`config.mk`:
```
export PLATFORM = sky130hd
export DESIGN_NAME = prbs_chk_par_flat
export DESIGN_NICKNAME = d
export VERILOG_FILES = /design/src/rtl/prbs_chk_par_if.sv /design/src/rtl/prbs_chk_par.sv /design/src/flat_wrapper.sv
export SDC_FILE = /design/constraint.sdc
export NUM_CORES = 1
export LEC_CHECK = 0
export ABC_AREA = 1
export CORE_MARGIN = 2
export CORE_UTILIZATION = 42
export DETAILED_ROUTE_END_ITERATION = 10
export PLACE_DENSITY = 0.6
export SYNTH_ARGS = -nofsm -noshare
export SYNTH_HDL_FRONTEND = slang
export SYNTH_SLANG_ARGS = --single-unit
```
`constraint.sdc`:
```
create_clock -name clk -period 8.6 [get_ports clk]
set_clock_uncertainty 0.2 [all_clocks]
set_input_delay 1.72 -clock clk [delete_from_list [all_inputs] [get_ports clk]]
set_output_delay 1.72 -clock clk [all_outputs]
set_load 0.02 [all_outputs]
```
`src/rtl/prbs_chk_par_if.sv`:
```
// Lane-side bus of the parallel PRBS checker: stream in, lock/error/counter status out.
interface prbs_chk_par_if #(
    parameter int unsigned DATA_W        = 8,
    parameter int unsigned BIT_CNT_WIDTH = 32,
    parameter int unsigned ERR_CNT_WIDTH = 32
);
    logic [2:0]               prbs_sel;
    logic                     clr;
    logic                     din_vld;
    logic [DATA_W-1:0]        din;
    logic                     locked;
    logic                     err_vld;
    logic [DATA_W-1:0]        err_vec;
    logic                     err_word;
    logic [BIT_CNT_WIDTH-1:0] bit_cnt;
    logic                     bit_cnt_full;
    logic [ERR_CNT_WIDTH-1:0] err_cnt;
    logic                     err_cnt_full;
    logic                     lock_loss;

    modport master (
        output prbs_sel, clr, din_vld, din,
        input  locked, err_vld, err_vec, err_word, bit_cnt, bit_cnt_full,
               err_cnt, err_cnt_full, lock_loss
    );

    modport slave (
        input  prbs_sel, clr, din_vld, din,
        output locked, err_vld, err_vec, err_word, bit_cnt, bit_cnt_full,
               err_cnt, err_cnt_full, lock_loss
    );
endinterface

```
`src/rtl/prbs_chk_par.sv`:
```
// Parallel-word PRBS checker: self-syncs in HUNT, free-runs in LOCK, reports per-bit
// mismatches and saturating checked-bit / bit-error counters.
module prbs_chk_par #(
    parameter int unsigned DATA_W        = 8,
    parameter int unsigned BIT_CNT_WIDTH = 32,
    parameter int unsigned ERR_CNT_WIDTH = 32,
    parameter int unsigned LOCK_CNT      = 4,
    parameter int unsigned LOSS_CNT      = 4
) (
    input  logic           clk,
    input  logic           rst,
    prbs_chk_par_if.slave  bus
);
    localparam int unsigned SW  = 31;
    localparam int unsigned PW  = $clog2(DATA_W + 1);
    localparam int unsigned GW  = $clog2(LOCK_CNT + 1);
    localparam int unsigned LW  = $clog2(LOSS_CNT + 1);
    localparam int unsigned BSW = BIT_CNT_WIDTH + 6;
    localparam int unsigned ESW = ERR_CNT_WIDTH + 6;
    localparam logic [BSW-1:0] BMAX = BSW'({BIT_CNT_WIDTH{1'b1}});
    localparam logic [ESW-1:0] EMAX = ESW'({ERR_CNT_WIDTH{1'b1}});

    localparam logic [0:0] ST_HUNT = 1'b0;
    localparam logic [0:0] ST_LOCK = 1'b1;

    logic [0:0]               fsm_q, fsm_d;
    logic [SW-1:0]            lfsr_q, lfsr_d;
    logic [2:0]               sel_q, sel_d;
    logic [GW-1:0]            good_q, good_d;
    logic [LW-1:0]            bad_q, bad_d;
    logic [BIT_CNT_WIDTH-1:0] bit_cnt_q, bit_cnt_d;
    logic [ERR_CNT_WIDTH-1:0] err_cnt_q, err_cnt_d;
    logic                     bit_full_q, bit_full_d;
    logic                     err_full_q, err_full_d;
    logic                     err_vld_q, err_vld_d;
    logic [DATA_W-1:0]        err_vec_q, err_vec_d;
    logic                     err_word_q, err_word_d;
    logic                     lock_loss_q, lock_loss_d;

    logic [DATA_W-1:0]        pred_c;
    logic [DATA_W-1:0]        err_c;
    logic [SW-1:0]            pred_st_c;
    logic [SW-1:0]            hunt_st_c;
    logic [PW-1:0]            ones_c;
    logic [BSW-1:0]           bsum_c;
    logic [ESW-1:0]           esum_c;

    // Feedback bit; s[0] is the most recent bit, s[k] the bit k+1 steps ago.
    function automatic logic fb(input logic [SW-1:0] s, input logic [2:0] sel);
        case (sel)
            3'd1:    fb = s[8]  ^ s[4];
            3'd2:    fb = s[14] ^ s[13];
            3'd3:    fb = s[22] ^ s[17];
            3'd4:    fb = s[30] ^ s[27];
            default: fb = s[6]  ^ s[5];
        endcase
    endfunction

    function automatic logic [SW-1:0] sel_mask(input logic [2:0] sel);
        case (sel)
            3'd1:    sel_mask = 31'h0000_01FF;
            3'd2:    sel_mask = 31'h0000_7FFF;
            3'd3:    sel_mask = 31'h007F_FFFF;
            3'd4:    sel_mask = 31'h7FFF_FFFF;
            default: sel_mask = 31'h0000_007F;
        endcase
    endfunction

    // Unrolled prediction from state, plus the self-sync reload from received bits.
    always_comb begin
        pred_c    = '0;
        pred_st_c = lfsr_q;
        hunt_st_c = lfsr_q;
        ones_c    = '0;
        for (int i = DATA_W - 1; i >= 0; i--) begin
            pred_c[i] = fb(pred_st_c, sel_q);
            pred_st_c = {pred_st_c[SW-2:0], pred_c[i]};
            hunt_st_c = {hunt_st_c[SW-2:0], bus.din[i]};
        end
        err_c = bus.din ^ pred_c;
        for (int i = 0; i < DATA_W; i++) begin
            ones_c = ones_c + PW'(err_c[i]);
        end
    end

    // Next-state: FSM, LFSR state, run counters, status counters, outputs.
    always_comb begin
        fsm_d       = fsm_q;
        lfsr_d      = lfsr_q;
        sel_d       = bus.prbs_sel;
        good_d      = good_q;
        bad_d       = bad_q;
        bit_cnt_d   = bit_cnt_q;
        err_cnt_d   = err_cnt_q;
        err_vld_d   = 1'b0;
        err_vec_d   = err_vec_q;
        err_word_d  = 1'b0;
        lock_loss_d = 1'b0;
        bsum_c      = BSW'(bit_cnt_q) + BSW'(DATA_W);
        esum_c      = ESW'(err_cnt_q) + ESW'(ones_c);

        if (bus.din_vld) begin
            err_vld_d  = 1'b1;
            err_vec_d  = err_c;
            err_word_d = |err_c;
        end

        if (bus.prbs_sel != sel_q) begin
            // A new polynomial invalidates any sync achieved so far.
            fsm_d       = ST_HUNT;
            lfsr_d      = '0;
            good_d      = '0;
            bad_d       = '0;
            lock_loss_d = (fsm_q == ST_LOCK);
        end else if (bus.din_vld) begin
            case (fsm_q)
                ST_HUNT: begin
                    lfsr_d = hunt_st_c;
                    if (!(|err_c) && |(lfsr_q & sel_mask(sel_q))) begin
                        if (good_q == GW'(LOCK_CNT - 1)) begin
                            fsm_d  = ST_LOCK;
                            good_d = '0;
                            bad_d  = '0;
                        end else begin
                            good_d = good_q + GW'(1);
                        end
                    end else begin
                        good_d = '0;
                    end
                end
                default: begin
                    lfsr_d    = pred_st_c;
                    bit_cnt_d = (bsum_c > BMAX) ? '1 : bsum_c[BIT_CNT_WIDTH-1:0];
                    err_cnt_d = (esum_c > EMAX) ? '1 : esum_c[ERR_CNT_WIDTH-1:0];
                    if (|err_c) begin
                        if (bad_q == LW'(LOSS_CNT - 1)) begin
                            fsm_d       = ST_HUNT;
                            lock_loss_d = 1'b1;
                            good_d      = '0;
                            bad_d       = '0;
                        end else begin
                            bad_d = bad_q + LW'(1);
                        end
                    end else begin
                        bad_d = '0;
                    end
                end
            endcase
        end

        if (bus.clr) begin
            bit_cnt_d = '0;
            err_cnt_d = '0;
        end
        bit_full_d = (bit_cnt_d == {BIT_CNT_WIDTH{1'b1}});
        err_full_d = (err_cnt_d == {ERR_CNT_WIDTH{1'b1}});
    end

    always_ff @(posedge clk) begin
        if (rst) begin
            fsm_q       <= ST_HUNT;
            lfsr_q      <= '0;
            sel_q       <= '0;
            good_q      <= '0;
            bad_q       <= '0;
            bit_cnt_q   <= '0;
            err_cnt_q   <= '0;
            bit_full_q  <= 1'b0;
            err_full_q  <= 1'b0;
            err_vld_q   <= 1'b0;
            err_vec_q   <= '0;
            err_word_q  <= 1'b0;
            lock_loss_q <= 1'b0;
        end else begin
            fsm_q       <= fsm_d;
            lfsr_q      <= lfsr_d;
            sel_q       <= sel_d;
            good_q      <= good_d;
            bad_q       <= bad_d;
            bit_cnt_q   <= bit_cnt_d;
            err_cnt_q   <= err_cnt_d;
            bit_full_q  <= bit_full_d;
            err_full_q  <= err_full_d;
            err_vld_q   <= err_vld_d;
            err_vec_q   <= err_vec_d;
            err_word_q  <= err_word_d;
            lock_loss_q <= lock_loss_d;
        end
    end

    assign bus.locked       = (fsm_q == ST_LOCK);
    assign bus.err_vld      = err_vld_q;
    assign bus.err_vec      = err_vec_q;
    assign bus.err_word     = err_word_q;
    assign bus.bit_cnt      = bit_cnt_q;
    assign bus.bit_cnt_full = bit_full_q;
    assign bus.err_cnt      = err_cnt_q;
    assign bus.err_cnt_full = err_full_q;
    assign bus.lock_loss    = lock_loss_q;

endmodule

```
`src/flat_wrapper.sv`:
```
// flat-port wrapper written by rule: the top's interface ports become plain ports
module prbs_chk_par_flat 
#(
    parameter int unsigned DATA_W        = 8,
    parameter int unsigned BIT_CNT_WIDTH = 32,
    parameter int unsigned ERR_CNT_WIDTH = 32,
    parameter int unsigned LOCK_CNT      = 4,
    parameter int unsigned LOSS_CNT      = 4
)
  (clk, rst, bus_prbs_sel, bus_clr, bus_din_vld, bus_din, bus_locked, bus_err_vld, bus_err_vec, bus_err_word, bus_bit_cnt, bus_bit_cnt_full, bus_err_cnt, bus_err_cnt_full, bus_lock_loss);
  prbs_chk_par_if #(.DATA_W(DATA_W), .BIT_CNT_WIDTH(BIT_CNT_WIDTH), .ERR_CNT_WIDTH(ERR_CNT_WIDTH)) bus_i ();
  input  logic clk;
  input  logic rst;
  input wire logic [$bits(bus_i.prbs_sel)-1:0] bus_prbs_sel;
  input wire logic [$bits(bus_i.clr)-1:0] bus_clr;
  input wire logic [$bits(bus_i.din_vld)-1:0] bus_din_vld;
  input wire logic [$bits(bus_i.din)-1:0] bus_din;
  output wire logic [$bits(bus_i.locked)-1:0] bus_locked;
  output wire logic [$bits(bus_i.err_vld)-1:0] bus_err_vld;
  output wire logic [$bits(bus_i.err_vec)-1:0] bus_err_vec;
  output wire logic [$bits(bus_i.err_word)-1:0] bus_err_word;
  output wire logic [$bits(bus_i.bit_cnt)-1:0] bus_bit_cnt;
  output wire logic [$bits(bus_i.bit_cnt_full)-1:0] bus_bit_cnt_full;
  output wire logic [$bits(bus_i.err_cnt)-1:0] bus_err_cnt;
  output wire logic [$bits(bus_i.err_cnt_full)-1:0] bus_err_cnt_full;
  output wire logic [$bits(bus_i.lock_loss)-1:0] bus_lock_loss;
  assign bus_i.prbs_sel = bus_prbs_sel;
  assign bus_i.clr = bus_clr;
  assign bus_i.din_vld = bus_din_vld;
  assign bus_i.din = bus_din;
  assign bus_locked = bus_i.locked;
  assign bus_err_vld = bus_i.err_vld;
  assign bus_err_vec = bus_i.err_vec;
  assign bus_err_word = bus_i.err_word;
  assign bus_bit_cnt = bus_i.bit_cnt;
  assign bus_bit_cnt_full = bus_i.bit_cnt_full;
  assign bus_err_cnt = bus_i.err_cnt;
  assign bus_err_cnt_full = bus_i.err_cnt_full;
  assign bus_lock_loss = bus_i.lock_loss;
  prbs_chk_par #(.DATA_W(DATA_W), .BIT_CNT_WIDTH(BIT_CNT_WIDTH), .ERR_CNT_WIDTH(ERR_CNT_WIDTH), .LOCK_CNT(LOCK_CNT), .LOSS_CNT(LOSS_CNT)) u_core (.clk(clk), .rst(rst), .bus(bus_i));
endmodule
```
## Word level (Yosys, flattened, before mapping)

Cells that the tools add are included.

| storage, ports and cells | value |
|---|---|
| register bits after elaboration | 118 |
| logic and storage cells | 134 |

| operators by class | value |
|---|---|
| muxes and demuxes | 44 |
| $lt $le $gt $ge | 2 |
| equal/unequal tests | 11 |
| bitwise operators | 43 |
| $add $sub $neg | 11 |
| reductions and logical operators | 10 |

Operator list:

| operator | count |
|---|---|
| $mux W32 | 10 |
| $pmux W31 S4 | 1 |
| $mux W31 | 3 |
| $gt A38 B32 Y1 const B | 2 |
| $eq A32 B32 Y1 const B | 2 |
| $xor A1 B1 Y1 | 40 |
| $add A32 B4 Y33 | 1 |
| $add A32 B4 Y33 const B | 1 |
| $pmux W1 S4 | 8 |
| $and A31 B31 Y31 | 1 |
| $reduce_or A31 Y1 | 1 |
| $mux W3 | 10 |
| $add A4 B1 Y4 | 6 |
| $eq A3 B2 Y1 const B | 4 |
| $mux W1 | 11 |
| $mux W8 | 1 |
| $reduce_or A8 Y1 | 1 |
| $xor A8 B8 Y8 | 1 |
| $add A3 B1 Y3 const B | 2 |
| $reduce_and A3 Y1 | 2 |
| $ne A2 B2 Y1 const B | 2 |
| $reduce_bool A2 Y1 | 2 |
| $reduce_or A2 Y1 | 2 |
| $eq A3 B1 Y1 const B | 1 |
| other kinds (6) | 6 |

## Logic depth before layout (Yosys ltp)

| depth | value |
|---|---|
| depth after elaboration | 20 |
| gate-level depth with buffers | 41 |
| gate-level depth less buffers | 40 |

## Worst setup path after synthesis

Ideal clock, no wire load.

| timing | value |
|---|---|
| kind | input -> register |
| from | input port bus_din[0] |
| to | register u_core.err_full_q, in the netlist u_core.bus.err_cnt_full |
| data required time | 8336 ps |
| library setup time | 64 ps |
| arrival time | 5816 ps |
| cell stages on the path | 28 |
| setup slack | 2521 ps |
| cell sequence | inv_1 xor2_1 inv_1 ha_1 inv_1 fa_1 inv_1 fa_1 fa_1 inv_1 fa_1 inv_1 fa_1 nand2_1 nand2_1 nand3_2 nor2_4 nand4_2 buf_6 nand2_1 nand2_1 nand2_1 o211ai_1 nor2_1 nand2_1 nor2_1 nand2_1 nor2_1 |

| on the way | value |
|---|---|
| longest elaborated chain between the ends | 16 |

Ends and longest elaborated chain:

| what | line | source |
|---|---|---|
| from (decl) | flat_wrapper.sv:17 | `input wire logic [$bits(bus_i.din)-1:0] bus_din;` |
| $xor A8 B8 Y8 * | prbs_chk_par.sv:80 | `err_c = bus.din ^ pred_c;` |
| via u_core.err_c[0] | prbs_chk_par.sv:41 | `logic [DATA_W-1:0] err_c;` |
| $add A1 B1 Y2 * | prbs_chk_par.sv:82 | `ones_c = ones_c + PW'(err_c[i]);` |
| $add A4 B1 Y4 * (6 in series) | prbs_chk_par.sv:82 |  |
| $add A32 B4 Y33 * | prbs_chk_par.sv:100 | `esum_c = ESW'(err_cnt_q) + ESW'(ones_c);` |
| $gt A38 B32 Y1 | prbs_chk_par.sv:134 | `err_cnt_d = (esum_c > EMAX) ? '1 : esum_c[ERR_CNT_WIDTH-1:0];` |
| $mux W32 * | prbs_chk_par.sv:134 |  |
| $mux W32 * | prbs_chk_par.sv:116 | `case (fsm_q)` |
| $mux W32 * | prbs_chk_par.sv:115 | `end else if (bus.din_vld) begin` |
| $mux W32 * | prbs_chk_par.sv:108 | `if (bus.prbs_sel != sel_q) begin` |
| $mux W32 * | prbs_chk_par.sv:151 | `if (bus.clr) begin` |
| $eq A32 B32 Y1 * | prbs_chk_par.sv:156 | `err_full_d = (err_cnt_d == {ERR_CNT_WIDTH{1'b1}});` |
| to (signal assigned) | prbs_chk_par.sv:183 | `err_full_q <= err_full_d;` |
| to (decl) | prbs_chk_par.sv:34 | `logic err_full_q, err_full_d;` |

Mark *: on every way through the listed nets, which the timed path passes. The rest lies on a longest branch.
A chain may end at the register's enable or synchronous reset.

## Worst setup path in the final report

| timing | value |
|---|---|
| from | register u_core.sel_q[0] |
| to | register u_core.err_full_q, in the netlist u_core.bus.err_cnt_full |

| on the way | value |
|---|---|
| longest elaborated chain between the ends | 20 |
| elaborated cells between the ends (all ways) | 34 |
| classes of those cells | add/sub (8); order compare (1); eq/ne (6); mux (13); bitwise (6) |

Ends and longest elaborated chain:

| what | line | source |
|---|---|---|
| from (decl) | prbs_chk_par.sv:28 | `logic [2:0] sel_q, sel_d;` |
| from (signal assigned) | prbs_chk_par.sv:177 | `sel_q <= sel_d;` |
| $eq A3 B3 Y1 (tied with other cells) | prbs_chk_par.sv:50 | `case (sel)` |
| $pmux W1 S4 | prbs_chk_par.sv:50 |  |
| $xor A1 B1 Y1, on equally long branches | prbs_chk_par.sv:55, prbs_chk_par.sv:51 |  |
| $pmux W1 S4 * | prbs_chk_par.sv:50 |  |
| $xor A8 B8 Y8 * | prbs_chk_par.sv:80 |  |
| via u_core.err_c[0] | prbs_chk_par.sv:41 |  |
| $add A1 B1 Y2 * | prbs_chk_par.sv:82 |  |
| $add A4 B1 Y4 * (6 in series) | prbs_chk_par.sv:82 |  |
| $add A32 B4 Y33 * | prbs_chk_par.sv:100 |  |
| $gt A38 B32 Y1 | prbs_chk_par.sv:134 |  |
| $mux W32 * | prbs_chk_par.sv:134 |  |
| $mux W32 * | prbs_chk_par.sv:116 |  |
| $mux W32 * | prbs_chk_par.sv:115 |  |
| $mux W32 * | prbs_chk_par.sv:108 |  |
| $mux W32 * | prbs_chk_par.sv:151 |  |
| $eq A32 B32 Y1 * | prbs_chk_par.sv:156 |  |

Marked as above.

==> metrics.yaml <==
status: "completed"
slowest_delay_ps: 670
rsz0062_at_grt: "no"
criticalPathCategory: "reg -> reg"
grt_pass1_wl_mm: 44.2
slew_viol_final: 0
dp_hpwl_mm: 19.1
core_um2: 20400
rows: 52
vias: 9466
syn_inst: 1461
wl_per_cell_um: 15.2
synth_area_um2: 8750
synth_top_area_share_pct: 27.0
dpl.cell_count: 1775
placed_area_um2: 9800
stdcell_area_um2: 10400
routabilityCongestion: 0.920
tritoncts: "done"
synth_area_leaders: "dfxtp_1 (27%), nand2_1 (18%), nor2_1 (11%)"
drt_iter0_drc: 774
nFillCells: 2126
synthFlopType: "dfxtp_1"
die_w_um: 148
rrSetupSlack_ps: 1500
synth_edf_count: 0
worstPathMaxFanout: 14
synth-seq-cells: 118
start_kind: "register"
final-setup-viol-count: 0
drt-total-wl_mm: 27.4
synth-async-reset-ratio_pct: 0
die_height_um: 148
synth.most_common_cell: "nand2_1"
critPathCaptureType: "register"
viasPerCell: 5.24
rr_startpoint: "u_core.sel_q[0]"
clock.fmax_ghz: 0.141
reg2reg_to: "u_core.bus.err_cnt_full"
irDropWorstVdd_mv: 0.131
firstDrtPassIters: 5
numClockSinks: 118
antenna_found_initial: 0
pwr_density_cell_nw_per_um2: 155
grtUsageTotal_pct: 25.1
yosys.area.top_type: "dfxtp_1"
port_buffers: 92
final_cell_count_no_fill: 1807
cts_resized: 0
initial_core_util_pct: 43.0
die-area_um2: 22000
reg2reg_depth: 38
yosys-top-cells-count: "nand2_1 (414), nor2_1 (258), inv_1 (149), a21oi_1 (137), dfxtp_1 (118)"
syn_nets: 1495
ys_warn_count: 0
slowest_stage: "dfxtp_1"
cts.htree.levels: 4
power.total_mw: 1.61
seqCellArea_um2: 2360
ys_types: 49
postCtsHoldBufs: 0
drc: 0
fin_nets: 1558
grt_pass1_vias: 8511
hold-worst-slack_ps: 245
cp.required_ps: 8770
p_leak_nw: 4.13
min_to: "u_core.good_q[2]"
postCtsSetupRepairBufs: 0
hp-class: "reg -> reg"
grt_max_degree: 81
final_layout_size_suffix_gt1_share_pct: 6.64
n_antenna_cell: 0
min_period_ps: 7100
crit_top_cell: "nand2_1"
drv_cap: 0
multi_input_area_um2: 5530
clkTransAtPathRegs_ps: 60
syn_to_final_growth_pct: 18.7
drtAntennaViolNets: 0
max-slew-margin-rel_pct: 26.9
clk_latency_ps: 430
finalHoldViolCount: 0
io_pins: 93
seq_area_frac_synth_pct: 27.0
final.period_utilization_pct: 82.6
cts_root_buf: "clkbuf_16"
syn_area_per_cell_um2: 5.99
worstPathArrival_ps: 7270
finalSetupTns_ps: 0
hold_path.startpoint: "u_core.good_q[2]"
cts_made_buffers: 17
gr-total-overflow: 0
worstMarginPinSlew_ps: 1100
clock_path_buffers: 2
min_path_cells: 2
-- power breakdown --
group | leakage (nW) | internal, mW | switching (mW) | total, mW
sequential | 0.956 | 0.561 | 0.0223 | 0.583
combinational | 2.89 | 0.114 | 0.185 | 0.299
clock | 0.282 | 0.436 | 0.289 | 0.724
total | 4.13 | 1.11 | 0.496 | 1.61
-- per-layer routing --
layer | vias to the layer above | part of all wire, % | global-route usage, %
li1 | 4769 | - | -
met1 | 4333 | 46 | 34.5
met2 | 335 | 47 | 40.8
met3 | 29 | 6.3 | 4.29
met4 | 0 | 1.3 | 6.57
met5 | - | 0 | 0
-- how the worst max path moves through the flow --
stage,from,end,slack (ps)
after global routing,u_core.sel_q[0],u_core.bus.err_cnt_full,970
after floorplan,bus_din[0],u_core.bus.err_cnt_full,2520
final,u_core.sel_q[0],u_core.bus.err_cnt_full,1500
after detailed placement,bus_din[0],u_core.bus.err_cnt_full,1200
after CTS,u_core.sel_q[0],u_core.bus.err_cnt_full,1540
after global placement,bus_din[0],u_core.bus.err_cnt_full,1330
-- worst max-delay path: cells and delay by family, from the launching register on --
| family | cells | cell delay (ps) |
|---|---|---|
| XOR/XNOR | 1 | 280 |
| buffers and inverters | 8 | 880 |
| AND/OR/NAND/NOR | 22 | 2680 |
| AO/OA/AOI/OAI | 1 | 120 |
| flip-flops | 1 | 670 |
| adder cells (fa/ha/maj) | 6 | 2210 |
-- cells in the final DEF (no fill, tap or decap), types with 3 or more instances in the layout --
cell type	count
nor2_2	3
buf_2	3
nand2_1	413
xor2_1	41
nor2_1	258
inv_1	149
o21ai_0	40
clkinv_2	3
o211ai_1	5
nand2_2	10
buf_4	7
dfxtp_1	118
xnor2_1	10
ha_1	14
o21bai_1	4
inv_2	9
clkinvlp_4	3
or2_2	4
clkinv_1	3
a21oi_1	137
o21ai_1	9
o22ai_1	6
nand3b_1	3
fa_1	5
nand3_2	6
o21a_1	4
clkinv_4	6
clkdlybuf4s50_1	89
nor2_4	5
nor3_2	4
nand2_4	4
nand3_1	74
nand4_1	19
nand3_4	6
clkbuf_16	17
nor3_1	23
-- cell families after synthesis --
family / after synthesis / synth area share, %
buf+inv: 217 / 9.99
flops: 118 / 27.0
fa+ha+maj: 19 / 3.15
compound gates: 215 / 13.1
xor+xnor: 51 / 5.10
simple gates: 841 / 41.7
-- sequential cells by signal, indices dropped and copies added (netlist names) --
register	flops
u_core.bus.bit_cnt_full	1
u_core.bus.err_word	1
u_core.bus.err_vec	8
u_core.sel_q	3
u_core.bad_q	3
u_core.bus.err_cnt_full	1
u_core.bus.bit_cnt	32
u_core.bus.locked	1
u_core.good_q	3
u_core.lfsr_q	31
u_core.bus.err_cnt	32
u_core.bus.lock_loss	1
u_core.bus.err_vld	1
-- layout make-up --
type                    instances  share of cell area (%)
flip-flops and latches        118                    22.7
repair buffers                 99                    9.22
multi-input cells            1126                    53.2
clock inverters                14                    1.48
inverters                     162                    5.86
clock buffers                  18                    4.23
well taps                     270                    3.25
-- metrics by stage --
stage          util (%)  worst slack (ps)
3_5_place_dp       48.1              1200
2_1_floorplan         -              2520
4_1_cts            51.0              1540
5_1_grt            51.0               967
6_report           51.0              1500
3_3_place_gp       48.1              1330
Power figures use the tool's default switching activity.
